<file path="config.mk">
export PLATFORM = sky130hd
export DESIGN_NAME = tbird_light_fsm_flat
export DESIGN_NICKNAME = d
export VERILOG_FILES = /design/src/rtl/tbird_light_fsm_pkg.sv /design/src/rtl/tbird_light_fsm_if.sv /design/src/rtl/tbird_light_fsm_tick_gen.sv /design/src/rtl/tbird_light_fsm.sv /design/src/flat_wrapper.sv
export SDC_FILE = /design/constraint.sdc
export NUM_CORES = 1
export LEC_CHECK = 0
export ABC_CLOCK_PERIOD_IN_PS = 2200
export CAP_MARGIN = 5
export CORE_ASPECT_RATIO = 0.5
export CORE_UTILIZATION = 40
export DETAILED_ROUTE_END_ITERATION = 7
export SETUP_SLACK_MARGIN = 0.5
export SLEW_MARGIN = 40
export SYNTH_ARGS = -nofsm -noshare
export SYNTH_HDL_FRONTEND = slang
export SYNTH_HIERARCHICAL = 1
export SYNTH_SLANG_ARGS = --single-unit
</file>
<file path="constraint.sdc">
create_clock -name clk -period 2.2 [get_ports clk]
set_input_delay 0.44 -clock clk [delete_from_list [all_inputs] [get_ports clk]]
set_output_delay 0.44 -clock clk [all_outputs]
set_load 0.01 [all_outputs]
</file>
<file path="src/rtl/tbird_light_fsm_pkg.sv">
// -----------------------------------------------------------------------------
// tbird_light_fsm_pkg
// Shared constants for the Thunderbird tail-light sequencer:
//   - 4-bit state-class codes consumed by the hex text decoder
//     (IDLE/LEFT/RIGHT/HAZARD; the decoder relies on these exact values)
//   - 3-bit internal FSM state codes
//   - six-lamp light patterns, ordered {LC,LB,LA,RA,RB,RC}
//   - Moore decode helpers from state to lights and to class code
// -----------------------------------------------------------------------------
package tbird_light_fsm_pkg;

    // Class codes shown on HEX0-HEX5
    localparam logic [3:0] IDLE   = 4'd0;
    localparam logic [3:0] LEFT   = 4'd1;
    localparam logic [3:0] RIGHT  = 4'd2;
    localparam logic [3:0] HAZARD = 4'd3;

    // Sequencer states
    localparam logic [2:0] S_IDLE = 3'd0;
    localparam logic [2:0] S_L1   = 3'd1;
    localparam logic [2:0] S_L2   = 3'd2;
    localparam logic [2:0] S_L3   = 3'd3;
    localparam logic [2:0] S_R1   = 3'd4;
    localparam logic [2:0] S_R2   = 3'd5;
    localparam logic [2:0] S_R3   = 3'd6;
    localparam logic [2:0] S_LR3  = 3'd7;

    // Lamp patterns {LC,LB,LA,RA,RB,RC}
    localparam logic [5:0] LT_OFF = 6'b000000;
    localparam logic [5:0] LT_L1  = 6'b001000;
    localparam logic [5:0] LT_L2  = 6'b011000;
    localparam logic [5:0] LT_L3  = 6'b111000;
    localparam logic [5:0] LT_R1  = 6'b000100;
    localparam logic [5:0] LT_R2  = 6'b000110;
    localparam logic [5:0] LT_R3  = 6'b000111;
    localparam logic [5:0] LT_ALL = 6'b111111;

    function automatic logic [5:0] lights_of(input logic [2:0] s);
        case (s)
            S_L1:    lights_of = LT_L1;
            S_L2:    lights_of = LT_L2;
            S_L3:    lights_of = LT_L3;
            S_R1:    lights_of = LT_R1;
            S_R2:    lights_of = LT_R2;
            S_R3:    lights_of = LT_R3;
            S_LR3:   lights_of = LT_ALL;
            default: lights_of = LT_OFF;
        endcase
    endfunction

    // While hazard is held the FSM toggles S_LR3/S_IDLE; reporting HAZARD
    // in the dark half keeps the display from flickering.
    function automatic logic [3:0] csl_of(input logic [2:0] s, input logic hs);
        case (s)
            S_L1, S_L2, S_L3: csl_of = LEFT;
            S_R1, S_R2, S_R3: csl_of = RIGHT;
            S_LR3:            csl_of = HAZARD;
            default:          csl_of = hs ? HAZARD : IDLE;
        endcase
    endfunction

endpackage

</file>
<file path="src/rtl/tbird_light_fsm_if.sv">
// -----------------------------------------------------------------------------
// tbird_light_fsm_if
// Switch inputs and lamp/display outputs of the tail-light sequencer.
//   left, right, haz : raw switches (asynchronous to clk)
//   lights[5:0]      : {LC,LB,LA,RA,RB,RC}, 1 = lamp on
//   csl[3:0]         : state-class code for the hex decoder
//   tick             : one-cycle sequencer step strobe
// master drives the switches and observes the outputs; slave is the sequencer.
// -----------------------------------------------------------------------------
interface tbird_light_fsm_if;
    logic       left;
    logic       right;
    logic       haz;
    logic [5:0] lights;
    logic [3:0] csl;
    logic       tick;

    modport master (output left, right, haz, input lights, csl, tick);
    modport slave  (input left, right, haz, output lights, csl, tick);
endinterface

</file>
<file path="src/rtl/tbird_light_fsm_tick_gen.sv">
// -----------------------------------------------------------------------------
// tbird_light_fsm_tick_gen
// Divides clk into a one-cycle step strobe.
//   clk   : board clock
//   reset : synchronous, active-high; clears the count
//   tick  : high exactly while the count equals TICK_DIV-1
// The count runs 0..TICK_DIV-1, so the first tick after reset release
// appears TICK_DIV cycles later and then every TICK_DIV cycles.
// -----------------------------------------------------------------------------
module tbird_light_fsm_tick_gen #(
    parameter int TICK_DIV = 12_500_000
) (
    input  logic clk,
    input  logic reset,
    output logic tick
);
    localparam int              CNT_W = $clog2(TICK_DIV);
    localparam logic [CNT_W-1:0] LAST = CNT_W'(TICK_DIV - 1);

    logic [CNT_W-1:0] cnt_d, cnt_q;

    always_comb begin
        cnt_d = (cnt_q == LAST) ? '0 : cnt_q + CNT_W'(1);
    end

    always_ff @(posedge clk) begin
        if (reset) begin
            cnt_q <= '0;
        end else begin
            cnt_q <= cnt_d;
        end
    end

    assign tick = (cnt_q == LAST);

endmodule

</file>
<file path="src/rtl/tbird_light_fsm.sv">
// -----------------------------------------------------------------------------
// tbird_light_fsm
// Thunderbird tail-light sequencer.
//   clk   : board clock
//   reset : synchronous, active-high
//   bus   : slave side of tbird_light_fsm_if
//           (left/right/haz in; lights, csl, tick out)
// Switches are synchronised through two flops each, a divider produces the
// step tick, and the state register advances only on tick. Lights and csl
// are Moore decodes of the state (csl also looks at the synchronised hazard).
// -----------------------------------------------------------------------------
module tbird_light_fsm #(
    parameter int TICK_DIV = 12_500_000
) (
    input  logic              clk,
    input  logic              reset,
    tbird_light_fsm_if.slave  bus
);
    import tbird_light_fsm_pkg::*;

    logic       tick;
    logic [2:0] sync1_d, sync1_q;   // {haz, right, left}
    logic [2:0] sync2_d, sync2_q;
    logic       ls, rs, hs;
    logic [2:0] state_d, state_q;

    tbird_light_fsm_tick_gen #(
        .TICK_DIV (TICK_DIV)
    ) u_tick_gen (
        .clk   (clk),
        .reset (reset),
        .tick  (tick)
    );

    always_comb begin
        sync1_d = {bus.haz, bus.right, bus.left};
        sync2_d = sync1_q;
    end

    assign {hs, rs, ls} = sync2_q;

    // Turn sequences run to completion once started; only hazard cuts in.
    always_comb begin
        state_d = state_q;
        if (tick) begin
            case (state_q)
                S_IDLE: begin
                    if (hs || (ls && rs)) state_d = S_LR3;
                    else if (ls)          state_d = S_L1;
                    else if (rs)          state_d = S_R1;
                    else                  state_d = S_IDLE;
                end
                S_L1:    state_d = hs ? S_LR3 : S_L2;
                S_L2:    state_d = hs ? S_LR3 : S_L3;
                S_R1:    state_d = hs ? S_LR3 : S_R2;
                S_R2:    state_d = hs ? S_LR3 : S_R3;
                default: state_d = S_IDLE;
            endcase
        end
    end

    always_ff @(posedge clk) begin
        if (reset) begin
            sync1_q <= '0;
            sync2_q <= '0;
            state_q <= S_IDLE;
        end else begin
            sync1_q <= sync1_d;
            sync2_q <= sync2_d;
            state_q <= state_d;
        end
    end

    assign bus.lights = lights_of(state_q);
    assign bus.csl    = csl_of(state_q, hs);
    assign bus.tick   = tick;

endmodule

</file>
<file path="src/flat_wrapper.sv">
// flat-port wrapper written by rule: the top's interface ports become plain ports
module tbird_light_fsm_flat import tbird_light_fsm_pkg::*;
#(
    parameter int TICK_DIV = 12_500_000
)
  (clk, reset, bus_left, bus_right, bus_haz, bus_lights, bus_csl, bus_tick);
  tbird_light_fsm_if bus_i ();
  input  logic clk;
  input  logic reset;
  input wire logic [$bits(bus_i.left)-1:0] bus_left;
  input wire logic [$bits(bus_i.right)-1:0] bus_right;
  input wire logic [$bits(bus_i.haz)-1:0] bus_haz;
  output wire logic [$bits(bus_i.lights)-1:0] bus_lights;
  output wire logic [$bits(bus_i.csl)-1:0] bus_csl;
  output wire logic [$bits(bus_i.tick)-1:0] bus_tick;
  assign bus_i.left = bus_left;
  assign bus_i.right = bus_right;
  assign bus_i.haz = bus_haz;
  assign bus_lights = bus_i.lights;
  assign bus_csl = bus_i.csl;
  assign bus_tick = bus_i.tick;
  tbird_light_fsm #(.TICK_DIV(TICK_DIV)) u_core (.clk(clk), .reset(reset), .bus(bus_i));
endmodule
</file>
== Word level (Yosys, flattened, before mapping) ==
Cells that the tools add are included.
Word-level totals
  register bits after elaboration: 33
  latch bits: 0
  memory bits (writable): 0
  memory bits (read-only): 0
  input bits: 5
  output and inout port bits: 11
  logic and storage cells: 30
  memories kept: 0
Operators by class
  add/subtract/negate cells: 1
  multiply operators: 0
  divide/modulo/power cells: 0
  magnitude comparators: 0
  equality and inequality tests: 8
  shift-type cells: 0
  muxes and demuxes: 11
  bitwise logic cells: 0
  reductions and logical operators: 6
Operators by type and width (count)
  $pmux 6 s7: 1
  $add 24x1->24 const B: 1
  $eq 24x24->1 const B: 1
  $mux 3: 5
  $pmux 3 s5: 1
  $eq 3x3->1 const B: 4
  $pmux 4 s3: 1
  $eq 3x2->1 const B: 2
  $reduce_or 3->1: 2
  $mux 2: 2
  $eq 3x1->1 const B: 1
  $logic_not 3->1: 1
  $reduce_or 2->1: 1
  $logic_and 1x1->1: 1
  $logic_or 1x1->1: 1
  $mux 1: 1

== Longest topological paths before layout ==
  depth after elaboration: 4
  depth in mapped cells: 7
  gate-level depth less buffers: 7

== Modules after synthesis ==
The synthesis kept the hierarchy.
Modules (own cells, without submodules)
  tbird_light_fsm_tick_gen: instances 1, cells each 128, area each 1162.4 um2, seq. area each 480.5 um2
  tbird_light_fsm: instances 1, cells each 54, area each 427.9 um2, seq. area each 180.2 um2

== Worst setup path after synthesis ==
OpenSTA, ideal clock, no wires.
  path type: reg2reg
  start: reg u_core.u_tick_gen.cnt_q[0]
  end: reg u_core.state_q[1]
  setup time: 74 ps
  arrival: 1725 ps
  required time: 2126 ps
  slack: 401 ps
  cell stages (with the launch flop): 8
  buffers on the path: 0
  clock period less this slack: 1799 ps
  cell sequence: dfxtp_1 ha_1 and4_4 nand4_1 nor2_1 nor2b_1 nand3_1 a31oi_1
On the way
  word-level cells in the longest chain between the ends: 1
Ends and longest elaborated chain
  from (decl): RTL line tbird_light_fsm_tick_gen.sv:20  | logic [CNT_W-1:0] cnt_d, cnt_q;
  from (signal assigned): RTL line tbird_light_fsm_tick_gen.sv:30  | cnt_q <= cnt_d;
  $eq 24x24->1: RTL line tbird_light_fsm_tick_gen.sv:34  | assign tick = (cnt_q == LAST);
  net bus_tick: RTL line flat_wrapper.sv:15  | output wire logic [$bits(bus_i.tick)-1:0] bus_tick;
  to (signal assigned): RTL line tbird_light_fsm.sv:70  | state_q <= state_d;
  to (decl): RTL line tbird_light_fsm.sv:25  | logic [2:0] state_d, state_q;
The timed path passes the listed nets, and every way through them passes these cells.
A chain may end at the register's enable or synchronous reset.

== Worst setup path in the final report ==
  start: reg u_core.u_tick_gen.cnt_q[1]
  end: reg u_core.u_tick_gen.cnt_q[21]
On the way
  word-level cells in the longest chain between the ends: 2
  elaborated cells between the ends (all ways): 3
  classes of those cells: 1 x add/sub; 1 x eq/ne; 1 x reduce/logical
Ends and longest elaborated chain
  branches (longest 2 deep; another with $add 24x1->24)
Several ways; the timed one is not identified.

==> reports/metrics.yaml <==
floorplanning:
  start_util: 0.4390
  die_w_um: 91.17
  die_h_um: 46.59
  die_area_um2: 4247
  core_um2: 3622
  io_pins: 16
  rows: 15
setup_path:
  r2r_slack_ps: 280
  crit_type: "register to register"
  worstPathRequired_ps: 2360
  endpoint_kind: "register"
  rr_worst_depth: 10
  cp_max_fo: 7
  r2r-start: "u_core/u_tick_gen/cnt_q[1]"
  r2r_end: "u_core/u_tick_gen/cnt_q[21]"
  crit_arrival_ps: 2090
  worstSetupStartpointType: "register"
synthesis:
  ys_types: 43
  synth_top_area_cell: "dfxtp_1"
  ys_seq_elements: 33
  ys_warn_count: 6
  synth.area.top_cells: "dfxtp_1 (42%), xor2_1 (5.0%), nor2_1 (4.7%), nor2b_1 (3.9%), nand4_1 (3.1%)"
  ys_seq_area_frac: 0.4154
  synth_most_common_cell: "dfxtp_1"
  yosys-top-cells-count: "dfxtp_1 (33), nor2_1 (20), nand2_1 (12)"
  async_flop_share: 0
  synthCells: 182
  synth_top_area_frac: 0.4154
  netlist_area_um2: 1590
  synth_edf_count: 0
  syn_avg_cell_area_um2: 8.738
  synthFlopType: "dfxtp_1"
global_route:
  grt_busiest_layer: "met2"
  use_met1: 0.2184
  grt_pass1_wl_mm: 5.651
  groute.layer.met2.usage: 0.3030
  grt_pass1_vias: 1245
  grt_usage: 0.1787
  grt_max_degree: 13
  grt_util_met3: 0.05446
  antenna_found_initial: 0
  grt_overflow: 0
pwr:
  total_power_mw: 1.181
  vdd_drop_max_v: 0.0002332
  p_per_area_nw_per_um2: 543.9
  leakage_nw: 0.8177
clock_network:
  cts_num_sinks: 33
  cts_tree: "yes"
  postCtsHoldBufs: 0
  insertion_delay_ps: 280
  cts_buffers: 5
  ctsRootBufferMaster: "clkbuf_8"
  path_clk_slew_ps: 70
  cts.path.max_buffers: 2
  htreeDepth: 2
place:
  place_congestion: 0.8017
  dp.cells: 252
  dp_hpwl_mm: 2.299
  numPortBuffers: 13
sta:
  min_period_over_period: 0.8749
  period_needed_ps: 1925
  fmax_mhz: 519.5
  clock_skew_ps: 6.944
  holdWs_ps: 434.1
  hold_violations: 0
  fin_tns_setup_ps: 0
  rsz0062_at_grt: "yes"
  slew_violations: 0
  setup_viol: 0
routing:
  dr_total_vias: 1418
  drc_errors: 0
  wl_per_cell_um: 13.08
  initialDrtViolationCount: 66
  vias_per_cell: 5.213
  drtAntennaViolNets: 0
  dr.pass1.iters: 4
  wirelength_mm: 3.557
run_status:
  status: "completed"
cells_and_area:
  n_antenna_cell: 0
  drive_gt1_frac: 0.3756
  final_core_utilization: 0.5997
  final_cells: 272
  seq_area_um2: 673.1
  fin_nets: 226
  multi_input_area_um2: 980.9
  n_fill_cell: 328
  syn_to_final_growth_pct: 36.59
flow_run:
  drv_cap: 0
hold_path:
  whs_path_depth: 1
  holdPathEnd: "u_core/sync2_q[2]"
  hold_class: "register to register"
  hp-start: "u_core/sync1_q[2]"
cell type report:
cell class | count | share of cell area
clock buffers | 7 | 0.04435
multi-input cells | 135 | 0.4516
well taps | 51 | 0.02938
inverters | 6 | 0.01037
flip-flops and latches | 33 | 0.3099
repair buffers | 39 | 0.1521
clock inverters | 1 | 0.002304
state kept, by name, indices dropped and copies added, names as in the netlist:
signal                   count
u_core/u_tick_gen/cnt_q     24
u_core/state_q               3
u_core/sync2_q               3
u_core/sync1_q               3
kinds of logic (layout without fill, tap and decap cells):
kind of cell,after synthesis,after routing,share of synthesized area
other cells,1,2,0.002358
flops,33,33,0.4154
compound gates,31,31,0.1243
xor+xnor,13,13,0.07160
fa+ha+maj,1,1,0.007867
buf+inv,15,53,0.05192
simple gates,88,88,0.3265
worst max-delay path, stage by stage, from the launching register on:
cell and delay, ps:
dfxtp_2 360, ha_4 130, and4_4 220, nand4_1 140
buf_4 180, buf_6 100, buf_6 100, buf_6 110
o21bai_4 210, buf_8 200, a21oi_2 40
where the power goes:
part / total, mW / internal, mW / switching (mW)
Combinational: 0.0741 / 0.0380 / 0.0361
Sequential: 0.612 / 0.605 / 0.00651
Clock: 0.495 / 0.282 / 0.213
Total: 1.18 / 0.926 / 0.255
repair_timing:
item,CTS,global route
gates cloned,2,0
setup buffers,8,2
pin swaps,5,14
gates resized for setup,32,38
endpoints found under the setup margin,13,30
worst max path at each step:
stage	startpoint	slack [ps]	endpoint
2_1_floorplan	u_core/u_tick_gen/cnt_q[0]	510	u_core/state_q[1]
3_3_place_gp	u_core/u_tick_gen/cnt_q[16]	150	bus_tick
3_5_place_dp	u_core/u_tick_gen/cnt_q[1]	120	bus_tick
4_1_cts	u_core/u_tick_gen/cnt_q[0]	300	bus_tick
5_1_grt	u_core/u_tick_gen/cnt_q[1]	180	bus_tick
6_report	u_core/u_tick_gen/cnt_q[1]	280	u_core/u_tick_gen/cnt_q[21]
layer usage:
layer	part of all wire	vias up	routed length, µm
met3	0.041	7	145
li1	-	725	-
met4	0.013	0	45
met5	0	-	0
met1	0.49	659	1758
met2	0.45	27	1608
placed cells by master (no fill, tap or decap), types with 3 or more instances in the layout:
cell / Yosys / layout
o31ai_1: 5 / 5
dfxtp_2: 0 / 4
dlygate4sd2_1: 0 / 4
nand4_1: 8 / 8
xor2_1: 9 / 9
a21oi_2: 2 / 8
nand3_1: 9 / 9
dfxtp_1: 33 / 27
buf_4: 2 / 19
xnor2_1: 4 / 4
clkbuf_8: 0 / 7
buf_6: 2 / 6
inv_1: 4 / 4
and4_4: 3 / 3
nand2_1: 12 / 12
or3_1: 4 / 4
clkdlybuf4s50_1: 0 / 5
nor2b_1: 10 / 9
or4_1: 4 / 4
o21ai_1: 1 / 3
nor2_4: 0 / 6
o21ai_0: 6 / 4
nor2_2: 0 / 7
nor2_1: 20 / 7
through the flow:
stage	instance area, µm²	setup WS, ps
floorplan	1597	507.8
global placement	1836	147.6
detailed placement	1836	117.0
CTS	2064	295.4
global route	2172	178.0
finish	2172	275.2
No activity file was read; power rests on OpenSTA's default activity.
